### src/rtl/run_state_ctrl.sv
// Game-flow controller: sequences the collision checker and owns
// lives, invulnerability window, distance score and speed level.
module run_state_ctrl #(
  parameter int OBST_LANE     = 1,
  parameter int LIVES         = 3,
  parameter int LIFE_WIDTH    = 3,
  parameter int INVULN_FRAMES = 60,
  parameter int INV_WIDTH     = 8,
  parameter int SCORE_WIDTH   = 32,
  parameter int LEVEL_STEP    = 500,
  parameter int MAX_LEVEL     = 7,
  parameter int LEVEL_WIDTH   = 3
) (
  input  logic                   clk,
  input  logic                   rst_n,
  input  logic                   frame_tick,
  input  logic                   start,
  input  logic [OBST_LANE-1:0]   has_collision,
  output logic                   ignore_obstacle,
  output logic                   rst_count,
  output logic [LIFE_WIDTH-1:0]  lives,
  output logic [SCORE_WIDTH-1:0] score,
  output logic [LEVEL_WIDTH-1:0] speed_level,
  output logic                   hit_pulse,
  output logic                   invuln,
  output logic                   game_over,
  output logic [1:0]             state
);

  localparam logic [1:0] S_IDLE = 2'd0;
  localparam logic [1:0] S_RUN  = 2'd1;
  localparam logic [1:0] S_HIT  = 2'd2;
  localparam logic [1:0] S_OVER = 2'd3;

  localparam int LCW = (LEVEL_STEP > 1) ? $clog2(LEVEL_STEP) : 1;

  localparam logic [LCW-1:0] LC_LAST =
    LCW'(LEVEL_STEP - 1);
  localparam logic [LIFE_WIDTH-1:0] LIVES_INIT =
    LIFE_WIDTH'(LIVES);
  localparam logic [INV_WIDTH-1:0] INV_INIT =
    INV_WIDTH'(INVULN_FRAMES);
  localparam logic [LEVEL_WIDTH-1:0] LVL_MAX =
    LEVEL_WIDTH'(MAX_LEVEL);

  logic                   collision;
  logic                   scoring;
  logic [INV_WIDTH-1:0]   inv_cnt;
  logic [LCW-1:0]         level_cnt;

  logic [1:0]             state_d;
  logic [LIFE_WIDTH-1:0]  lives_d;
  logic [SCORE_WIDTH-1:0] score_d;
  logic [LEVEL_WIDTH-1:0] level_d;
  logic [LCW-1:0]         lc_d;
  logic [INV_WIDTH-1:0]   inv_d;
  logic                   hit_d;

  assign collision = |has_collision;
  assign scoring   = frame_tick &&
                     (state == S_RUN || state == S_HIT);

  always_comb begin
    state_d = state;
    lives_d = lives;
    score_d = score;
    level_d = speed_level;
    lc_d    = level_cnt;
    inv_d   = inv_cnt;
    hit_d   = 1'b0;

    case (state)
      S_IDLE, S_OVER: begin
        if (start) begin
          state_d = S_RUN;
          lives_d = LIVES_INIT;
          score_d = '0;
          level_d = '0;
          lc_d    = '0;
          inv_d   = '0;
        end
      end
      S_RUN: begin
        // collision outranks start; start is simply not looked at here
        if (collision) begin
          hit_d = 1'b1;
          if (lives > LIFE_WIDTH'(1)) begin
            state_d = S_HIT;
            lives_d = lives - LIFE_WIDTH'(1);
            inv_d   = INV_INIT;
          end else begin
            state_d = S_OVER;
            lives_d = '0;
          end
        end
      end
      default: begin
        if (frame_tick) begin
          if (inv_cnt <= INV_WIDTH'(1)) begin
            state_d = S_RUN;
            inv_d   = '0;
          end else begin
            inv_d = inv_cnt - INV_WIDTH'(1);
          end
        end
      end
    endcase

    if (scoring) begin
      if (!(&score))
        score_d = score + SCORE_WIDTH'(1);
      if (level_cnt == LC_LAST) begin
        lc_d = '0;
        if (speed_level < LVL_MAX)
          level_d = speed_level + LEVEL_WIDTH'(1);
      end else begin
        lc_d = level_cnt + LCW'(1);
      end
    end
  end

  // flags are decoded from the next state so they line up with it
  always_ff @(posedge clk or negedge rst_n) begin
    if (!rst_n) begin
      state           <= S_IDLE;
      lives           <= LIVES_INIT;
      score           <= '0;
      speed_level     <= '0;
      level_cnt       <= '0;
      inv_cnt         <= '0;
      hit_pulse       <= 1'b0;
      ignore_obstacle <= 1'b1;
      rst_count       <= 1'b1;
      invuln          <= 1'b0;
      game_over       <= 1'b0;
    end else begin
      state           <= state_d;
      lives           <= lives_d;
      score           <= score_d;
      speed_level     <= level_d;
      level_cnt       <= lc_d;
      inv_cnt         <= inv_d;
      hit_pulse       <= hit_d;
      ignore_obstacle <= (state_d != S_RUN);
      rst_count       <= (state_d == S_IDLE) ||
                         (state_d == S_OVER);
      invuln          <= (state_d == S_HIT);
      game_over       <= (state_d == S_OVER);
    end
  end

endmodule

### config.mk
export PLATFORM = sky130hd
export DESIGN_NAME = run_state_ctrl
export DESIGN_NICKNAME = d
export VERILOG_FILES = /design/src/rtl/run_state_ctrl.sv
export SDC_FILE = /design/constraint.sdc
export NUM_CORES = 1
export LEC_CHECK = 0
export ABC_CLOCK_PERIOD_IN_PS = 2400
export BUFFER_PORTS_ARGS = -buffer_cell sky130_fd_sc_hd__buf_4
export CAP_MARGIN = 30
export CORE_ASPECT_RATIO = 0.9
export CORE_UTILIZATION = 58
export CTS_CLUSTER_DIAMETER = 30
export CTS_CLUSTER_SIZE = 12
export DETAILED_ROUTE_END_ITERATION = 16
export PLACE_DENSITY_LB_ADDON = 0.25
export SETUP_SLACK_MARGIN = 0.4
export SLEW_MARGIN = 15
export SYNTH_ARGS = -nofsm -noshare
export SYNTH_HDL_FRONTEND = slang
export SYNTH_SLANG_ARGS = --single-unit
### constraint.sdc
create_clock -name clk -period 2.4 [get_ports clk]
set_input_delay 0.36 -clock clk [delete_from_list [all_inputs] [get_ports clk]]
set_output_delay 0.36 -clock clk [all_outputs]
set_load 0.05 [all_outputs]
# After elaboration in Yosys (flattened, before gate mapping)
# Cells that the tools add are included.
# classes
n_addsub	5
n_lt_le_gt_ge	3
n_eq_ne	10
n_reduce_logical	14
n_mux	31
# ops
op	n
$mux W32	4
$mux W8	5
$mux W9	4
$add A32 B1 Y32 const B	1
$reduce_and A32 Y1	1
$mux W3	8
$pmux W8 S2	1
$add A9 B1 Y9 const B	1
$eq A9 B9 Y1 const B	1
$eq A2 B2 Y1 const B	4
$le A8 B1 Y1 const B	1
$mux W2	4
$sub A8 B1 Y8 const B	1
$pmux W3 S2	1
$reduce_bool A2 Y1	3
$logic_not A2 Y1	2
$ne A2 B1 Y1 const B	2
$ne A2 B2 Y1 const B	2
$pmux W2 S2	1
$reduce_and A4 Y1	1
$add A3 B1 Y3 const B	1
$gt A3 B1 Y1 const B	1
$lt A3 B3 Y1 const B	1
$mux W1	3
8 further kinds	9
# word_totals
register_bits	62
word_cells	74
output_inout_bits	45

# Depth between registers and ports, before layout
# Gate-level depths: netlist of the first run.
# depth
ltp_word	6
ltp_mapped	9

# Worst setup path before layout of the first run
# OpenSTA, ideal clock, no wires.
# synth_timing
kind	flip-flop to flip-flop
from	register state[0]
to	register inv_cnt[7]
path_buffers	2
setup_ns	0.127
setup_slack_ns	-0.073
path_stages_with_launch	10
t_arrival_ns	2.345
synth_period_minus_slack_ns	2.473
required_time_ns	2.273
cell_sequence	dfrtp_1 > inv_1 > ha_1 > clkbuf_1 > nor3_1 > a211oi_1 > clkbuf_1 > o21ai_0 > nand2_1 > o21ai_0
# synth_between
elab_chain_len	4
elab_cells_between_ends	10
# synth_rtl
element	line	rtl
start, declared	27	output logic [1:0] state
start signal, assigned	137	state <= state_d;
$eq A2 B2 Y1 or $logic_not A2 Y1 (tied branches)	72	case (state)
$reduce_or A2 Y1	72	
$ne A2 B2 Y1 (no line) or $reduce_bool A3 Y1 (tied branches)	n/a	
$reduce_and A4 Y1 (no line)	n/a	
end signal, assigned	142	inv_cnt <= inv_d;
end, declared	48	logic [INV_WIDTH-1:0] inv_cnt;
# Several ways; a longest one is shown, not always the timed one.
# A chain may end at the register's enable or synchronous reset.

# Worst setup path after layout of the first run
# layout_timing
from	register score[4]
to	register score[20]
# layout_between
elab_chain_len	3
elab_cells_between_ends	4
# layout_rtl
element	line	rtl
start, declared	22	output logic [SCORE_WIDTH-1:0] score,
start signal, assigned	139	score <= score_d;
$add A32 B1 Y32 or $reduce_and A32 Y1 (tied branches)	111, 110	
$mux W32 *	110	if (!(&score))
$mux W32 *	109	if (scoring) begin
named net score_d[20]	53	logic [SCORE_WIDTH-1:0] score_d;
# The timed path passes the listed nets; every way through them passes the cells marked *.

==> results.sh, run 1 <==
export IMPL_r2r_end="score[20]$_DFF_PN0_"
export IMPL_yosysWarnings=0
export IMPL_die_area_sq_um=6601
export IMPL_cts_buffer_depth=2
export IMPL_synth_simple_area_share_pct=25.63
export IMPL_worstReg2RegStart="score[4]$_DFF_PN0_"
export IMPL_ys_seq_elements=62
export IMPL_slew_violations=0
export IMPL_slowest_stage="dfrtp_2"
export IMPL_synth_top_family_by_area="simple AND/OR/NAND/NOR gates"
export IMPL_rows=27
export IMPL_dp_hpwl_um=6138
export IMPL_critPathCaptureType="register"
export IMPL_die_x_um=85.53
export IMPL_grt_ovfl_total=0
export IMPL_slew_headroom_pct=47.15
export IMPL_syn_nets=420
export IMPL_fin_setup_tns_ps=0
export IMPL_diodes=0
export IMPL_r2r_setup_slack_ps=300
export IMPL_wl_per_cell_um=19.96
export IMPL_timing_fmax_mhz=476.1
export IMPL_critPathMaxFanout=11
export IMPL_dr_wl_met2_um=5137
export IMPL_critical_path_class="reg2reg"
export IMPL_synthAdderAreaFrac_pct=3.779
export IMPL_rr_worst_depth=8
export IMPL_antenna_left=0
export IMPL_cp_endpoint="score[20]$_DFF_PN0_"
export IMPL_cp_arrival_ps=2350
export IMPL_status="completed"
export IMPL_synth_xor_xnor_area_share_pct=0.4809
export IMPL_worstSetupStartpointType="register"
export IMPL_wl_met1_um=4605
export IMPL_synthCells=404
export IMPL_cts_tree="built"
export IMPL_via_per_inst=6.953
export IMPL_synth_seq_area_share_pct=42.73
export IMPL_ys_flop_type="dfrtp_1"
export IMPL_synth_cell_type_count=52
export IMPL_crit_path_start="score[4]$_DFF_PN0_"
export IMPL_final_hold_violation_count=0
export IMPL_rsz0062_at_grt="true"
export IMPL_p_total_w=0.004725
export IMPL_io_buffers=49
export IMPL_cp_cell_sequence="and3_1, nand4_1, buf_6, buf_4, nor4b_4, buf_4, nor2_4, a31oi_2"
export IMPL_vias=3880
export IMPL_cts_sinks=62
export IMPL_gp_congestion=0.8177
export IMPL_power_leakage_nw=2.019
export IMPL_grt_pass1_vias=3232
export IMPL_vdd_drop_max_v=0.0008240
export IMPL_grt_max_degree=63
export IMPL_power_density_nw_per_um2=987.3
export IMPL_io_pins=50
export IMPL_antenna_found_initial=0
export IMPL_initial_core_util_pct=59.90
export IMPL_synth_edf_count=0
export IMPL_core_sq_um=6081
export IMPL_tightestPinTransition_ps=792.8
export IMPL_syn_area_sq_um=3642
export IMPL_first_pass_iters=5
export IMPL_routed_wl_um=11140
export IMPL_crit_required_ps=2650
export IMPL_critPathMaxStageDelay_ps=420
export IMPL_fp_dieH_um=77.18
export IMPL_fin_skew_ps=11.07
export IMPL_clk_insertion_delay_late_ps=350
export IMPL_dr_wl_met3_um=1111
export IMPL_final_nets=497
export IMPL_top_layer_used="met4"
export IMPL_track_usage_pct=30.80
export IMPL_cap_violations=0
export IMPL_setup_viol=0
export IMPL_cts_root_buffer="clkbuf_8"
export IMPL_synthArstFlopShare_pct=100.0
export IMPL_drive_gt1_share_pct=36.42
export IMPL_cp_common_cell="buf_4"
export IMPL_finalCritPeriodShare_pct=87.51
export IMPL_drc=0
export IMPL_cts_htree_levels=3
export IMPL_grt_pass1_wl_um=16010
export IMPL_syn_avg_cell_area_sq_um=9.015
export IMPL_area_growth_pct=31.40
export IMPL_period_minus_slack_ps=2100
export IMPL_synthMuxAreaShare_pct=0.2748
export IMPL_clk_pin_slew_ps=80
export IMPL_cts_buffers=9
export IMPL_drtIter0Drc=516
export IMPL_synth_compound_area_share_pct=22.40
export IMPL_hold_buffers=0
export IMPL_hp_class="in2async"
[cell type report]
type,count,area [sq um]
fill,378,1295
timing repair buffer,84,665.6
clock buffer,12,145.1
tap,72,90.09
inverter,11,41.29
clock inverter,4,22.52
multi-input combinational,313,2231
sequential,62,1590
[stage by stage]
| stage | instance area [sq um] | utilization, % | instances | worst slack [ps] | hold WS (ps) |
|---|---|---|---|---|---|
| after floorplan | 3770 | - | 404 | 206.0 | 64.41 |
| after global placement | 4158 | 68.37 | 511 | 156.2 | 486.6 |
| after detailed placement | 4158 | 68.37 | 511 | 98.14 | 485.4 |
| after CTS | 4466 | 73.44 | 535 | 380.1 | 122.1 |
| after global routing | 4786 | 78.70 | 558 | 235.2 | 161.8 |
| final | 4786 | 78.70 | 558 | 299.8 | 86.39 |
[cells in the mapped netlist, types with 5 or more instances]
| cell type | n | area share, % |
|---|---|---|
| a21oi_1 | 12 | 1.6 |
| a31oi_1 | 35 | 6.0 |
| a41oi_1 | 8 | 1.9 |
| and2_1 | 7 | 1.2 |
| and3_1 | 12 | 2.1 |
| and4_1 | 7 | 1.7 |
| buf_2 | 5 | 0.69 |
| clkbuf_1 | 12 | 1.2 |
| dfrtp_1 | 58 | 40 |
| ha_1 | 11 | 3.8 |
| inv_1 | 11 | 1.1 |
| nand2_1 | 29 | 3.0 |
| nand2b_1 | 6 | 1.0 |
| nand3_1 | 32 | 4.4 |
| nand3b_1 | 8 | 1.6 |
| nand4_1 | 14 | 2.4 |
| nor2_1 | 18 | 1.9 |
| nor2b_1 | 5 | 0.86 |
| nor3_1 | 6 | 0.82 |
| nor4_1 | 8 | 1.4 |
| o211ai_1 | 6 | 1.2 |
| o21ai_0 | 38 | 5.2 |
[report_power, final]
group          internal, W  leakage (nW)  switching [W]
Combinational     0.000919          1.14        0.00153
Sequential         0.00125         0.790       0.000205
Clock             0.000398        0.0861       0.000418
Total              0.00257          2.02        0.00216
[logic make-up (layout without fill, tap and decap cells)]
family                   count (synthesis)  in the layout
flip-flops                              62             62
AO/OA/AOI/OAI                          128            128
adder cells (fa/ha/maj)                 11             11
XOR/XNOR                                 2              2
buffers and inverters                   35            111
AND/OR/NAND/NOR                        165            171
multiplexers                             1              1
[critical path: cells and delay by family, from the launching register on]
family,cells,cell delay [ps]
AOI/OAI and AO/OA,1,230
buffers and inverters,3,510
DFF,1,420
and+or+nand+nor,4,850
[cell usage in the layout, fill, tap and decap left out, types with 5 or more instances in the layout]
| master | netlist | layout |
|---|---|---|
| nor3_1 | 6 | 6 |
| dfrtp_2 | 0 | 27 |
| a31oi_1 | 35 | 32 |
| dfrtp_1 | 58 | 31 |
| buf_4 | 1 | 77 |
| nand3_1 | 32 | 29 |
| ha_1 | 11 | 8 |
| nand4_1 | 14 | 14 |
| and2_1 | 7 | 7 |
| nand2b_1 | 6 | 6 |
| and4_1 | 7 | 6 |
| a21oi_1 | 12 | 10 |
| or4_4 | 1 | 6 |
| o211ai_1 | 6 | 6 |
| nand2_1 | 29 | 27 |
| a41oi_1 | 8 | 5 |
| nor2_1 | 18 | 15 |
| and3_1 | 12 | 8 |
| nand3b_1 | 8 | 8 |
| buf_6 | 4 | 5 |
| o21ai_0 | 38 | 38 |
| inv_1 | 11 | 11 |
| nor4_1 | 8 | 7 |
| clkbuf_8 | 0 | 10 |
[repair_timing]
item                                    in CTS  in global routing
endpoints found under the setup margin      43                 43
gates resized for setup                     17                 31
setup buffers                                5                 19
pin swaps                                    5                 23
gates cloned                                 3                  4
[registers in the layout, indices dropped and copies added, names as in the netlist]
name	count
inv_cnt	8
lives	3
speed_level	3
hit_pulse	1
rst_count	1
state	2
level_cnt	9
ignore_obstacle	1
game_over	1
score	32
invuln	1
[metal layers]
| metal | global-route usage, % | vias up |
|---|---|---|
| li1 | - | 1734 |
| met1 | 45.73 | 1862 |
| met2 | 44.32 | 244 |
| met3 | 7.750 | 40 |
| met4 | 9.000 | 0 |
| met5 | 0 | - |
[worst min-delay path by stage]
stage | from | endpoint | slack (ps) | cells after the start
global route | rst_n | inv_cnt[2]$_DFFE_PN0P_ | 160 | 1
floorplan | rst_n | game_over$_DFF_PN0_ | 60 | 0
detailed placement | score[27]$_DFF_PN0_ | score[27]$_DFF_PN0_ | 490 | 1
finish | rst_n | invuln$_DFF_PN0_ | 90 | 1
global placement | rst_n | inv_cnt[4]$_DFFE_PN0P_ | 490 | 1
CTS | rst_n | inv_cnt[4]$_DFFE_PN0P_ | 120 | 1
No activity file was read; power rests on OpenSTA's default activity.
==> inputs of run 2 (changes only) <==
Settings changed: CORE_MARGIN from default to 5.
==> run 2 against run 1 <==
Against the previous run: combinational power is essentially flat; global-route usage shrank 2.5 points; die area grew 21%; worst hold slack gained 3.3 ps; maximum frequency shrank 3.4%; sequential power is essentially flat; wire length grew 6.9%; critical path type unchanged; count of clock-buffer cells in the layout shrank 1; clock power shrank 3.7%; utilization grew 1.1 points; non-clock buffer count grew 6; clock skew is essentially flat; largest cell class unchanged.
==> results.sh, run 2 (synthesized netlist as in run 1, its figures left out) <==
export IMPL_combPwrFrac_pct=52.3
export IMPL_cp_arrival_ps=2370
export IMPL_clk_insertion_delay_late_ps=350
export IMPL_die_area_sq_um=7967
export IMPL_grt_ovfl_total=0
export IMPL_power_density_nw_per_um2=961.4
export IMPL_final_nets=497
export IMPL_routed_wl_um=11910
export IMPL_power_share_clock_pct=16.7
export IMPL_status="completed"
export IMPL_drc=0
export IMPL_r2r_end="score[4]$_DFF_PN0_"
export IMPL_dr_wl_met2_um=5413
export IMPL_cts_root_buffer="clkbuf_8"
export IMPL_core_sq_um=6115
export IMPL_rows=27
export IMPL_r2r_setup_slack_ps=220
export IMPL_largest_reg_flops=32
export IMPL_top_layer_used="met4"
export IMPL_hp_class="in2async"
export IMPL_wl_per_cell_um=20.78
export IMPL_critPathMaxFanout=18
export IMPL_drtIter0Drc=431
export IMPL_grt_max_degree=63
export IMPL_switching_share_pct=46.30
export IMPL_fin_skew_ps=11.16
export IMPL_p_int_w=0.002519
export IMPL_final_common_cell="buf_4"
export IMPL_p_seq_share_pct=31.0
export IMPL_io_buffers=49
export IMPL_cts_buffer_depth=2
export IMPL_cts_sinks=62
export IMPL_layout_setup_ws_ps=224.8
export IMPL_initial_core_util_pct=59.57
export IMPL_drive_gt1_share_pct=38.07
export IMPL_die_x_um=93.53
export IMPL_cap_violations=0
export IMPL_dr_wl_met3_um=1307
export IMPL_vdd_drop_max_v=0.0008577
export IMPL_grt_pass1_vias=3557
export IMPL_crit_path_start="score[1]$_DFF_PN0_"
export IMPL_finalCritPeriodShare_pct=90.63
export IMPL_clk_pin_slew_ps=80
export IMPL_rsz0062_at_grt="true"
export IMPL_antenna_found_initial=0
export IMPL_track_usage_pct=28.34
export IMPL_dp_hpwl_um=6853
export IMPL_wl_met1_um=4677
export IMPL_slew_headroom_pct=48.00
export IMPL_vias=3985
export IMPL_power_leakage_nw=2.091
export IMPL_diodes=0
export IMPL_final_hold_violation_count=0
export IMPL_crit_required_ps=2590
export IMPL_fp_dieH_um=85.18
export IMPL_cts_tree="built"
export IMPL_worstSetupStartpointType="register"
export IMPL_period_minus_slack_ps=2175
export IMPL_fin_setup_tns_ps=0
export IMPL_regMostFlops="score"
export IMPL_via_per_inst=6.955
export IMPL_grt_pass1_wl_um=18110
export IMPL_tightestPinTransition_ps=780.0
export IMPL_gp_congestion=0.8696
export IMPL_reg_largest_list="score x32, level_cnt x9, inv_cnt x8"
export IMPL_setup_viol=0
export IMPL_cts_buffers=9
export IMPL_placement_setup_worst_slack_ps=133.6
export IMPL_switchingPower_w=0.002171
export IMPL_area_growth_pct=33.94
export IMPL_first_pass_iters=5
export IMPL_layout_common_cells="buf_4, o21ai_0, a31oi_1, dfrtp_1"
export IMPL_slew_violations=0
export IMPL_rr_worst_depth=7
export IMPL_critPathCaptureType="register"
export IMPL_timing_fmax_mhz=459.7
export IMPL_worstReg2RegStart="score[1]$_DFF_PN0_"
export IMPL_filler_cell_count=366
export IMPL_critical_path_class="reg2reg"
export IMPL_cts_htree_levels=3
export IMPL_io_pins=50
export IMPL_antenna_left=0
## run 2: changes by cell type in the layout (fill, tap and decap cells not counted), moves of 2 or more
cell / delta
buf_8: +2
buf_12: +2
nor2_4: -3
or4_4: -4
nand3_1: -5
a21oi_1: +2
ha_2: +2
nand3_2: +6
## run 2: stage by stage
step / std cells / total power (W) / hold WS, ps / utilization (%) / cell area [sq um]
final: 573 / 0.004690 / 89.70 / 79.78 / 4878
after global routing: 573 / 0.004978 / 149.1 / 79.78 / 4878
after CTS: 564 / 0.004407 / 123.8 / 75.69 / 4628
after detailed placement: 529 / 0.003500 / 491.5 / 68.88 / 4212
after global placement: 529 / 0.003398 / 481.4 / 68.88 / 4212
after floorplan: 404 / 0.002978 / 64.41 / - / 3770
## run 2: area by class of cell
type                            instances  area (sq um)  area share (%)
Clock buffer                           11         131.4           2.693
Clock inverter                          5         27.53          0.5642
Inverter                               11         41.29          0.8464
Multi-Input combinational cell        307          2192           44.93
Sequential cell                        62          1592           32.62
Tap cell                               87         108.9           2.231
Timing Repair Buffer                   90         785.8           16.11
## run 2: power by group through the flow
stage | combinational (W) | sequential [W] | clock, W
2_1_floorplan | 0.00124 | 0.00174 | 0
3_3_place_gp | 0.00195 | 0.00145 | 0
3_5_place_dp | 0.00204 | 0.00146 | 0
4_1_cts | 0.00218 | 0.00143 | 0.000794
5_1_grt | 0.00264 | 0.00148 | 0.000856
6_report | 0.00245 | 0.00145 | 0.000786
## run 2: worst max path at each step
stage	end	slack, ps
after floorplan	score[15]$_DFF_PN0_	210
after global placement	score[12]$_DFF_PN0_	210
after detailed placement	score[5]$_DFF_PN0_	130
after CTS	score[21]$_DFF_PN0_	350
after global routing	score[19]$_DFF_PN0_	160
final	score[4]$_DFF_PN0_	220
## run 2: metal layers
metal	vias to the layer above	track usage, %
li1	1719	-
met1	1913	41.29
met2	286	42.14
met3	67	5.851
met4	0	9.580
met5	-	0
## run 2: timing repair
| item | CTS | global route |
|---|---|---|
| setup endpoints to repair | 33 | 47 |
| resized for setup | 20 | 34 |
| buffers inserted | 18 | 7 |
| gates cloned | 1 | 2 |
| hold buffers | 0 | 0 |
| pin swaps | 11 | 17 |
## run 2: worst max-delay path, stage by stage, from the launching register on
cell and delay (ps):
dfrtp_2 400, ha_4 140, and3_4 180, nand4_1 120, or4_4 640, buf_6 200
a31oi_1 250, a31oi_1 90
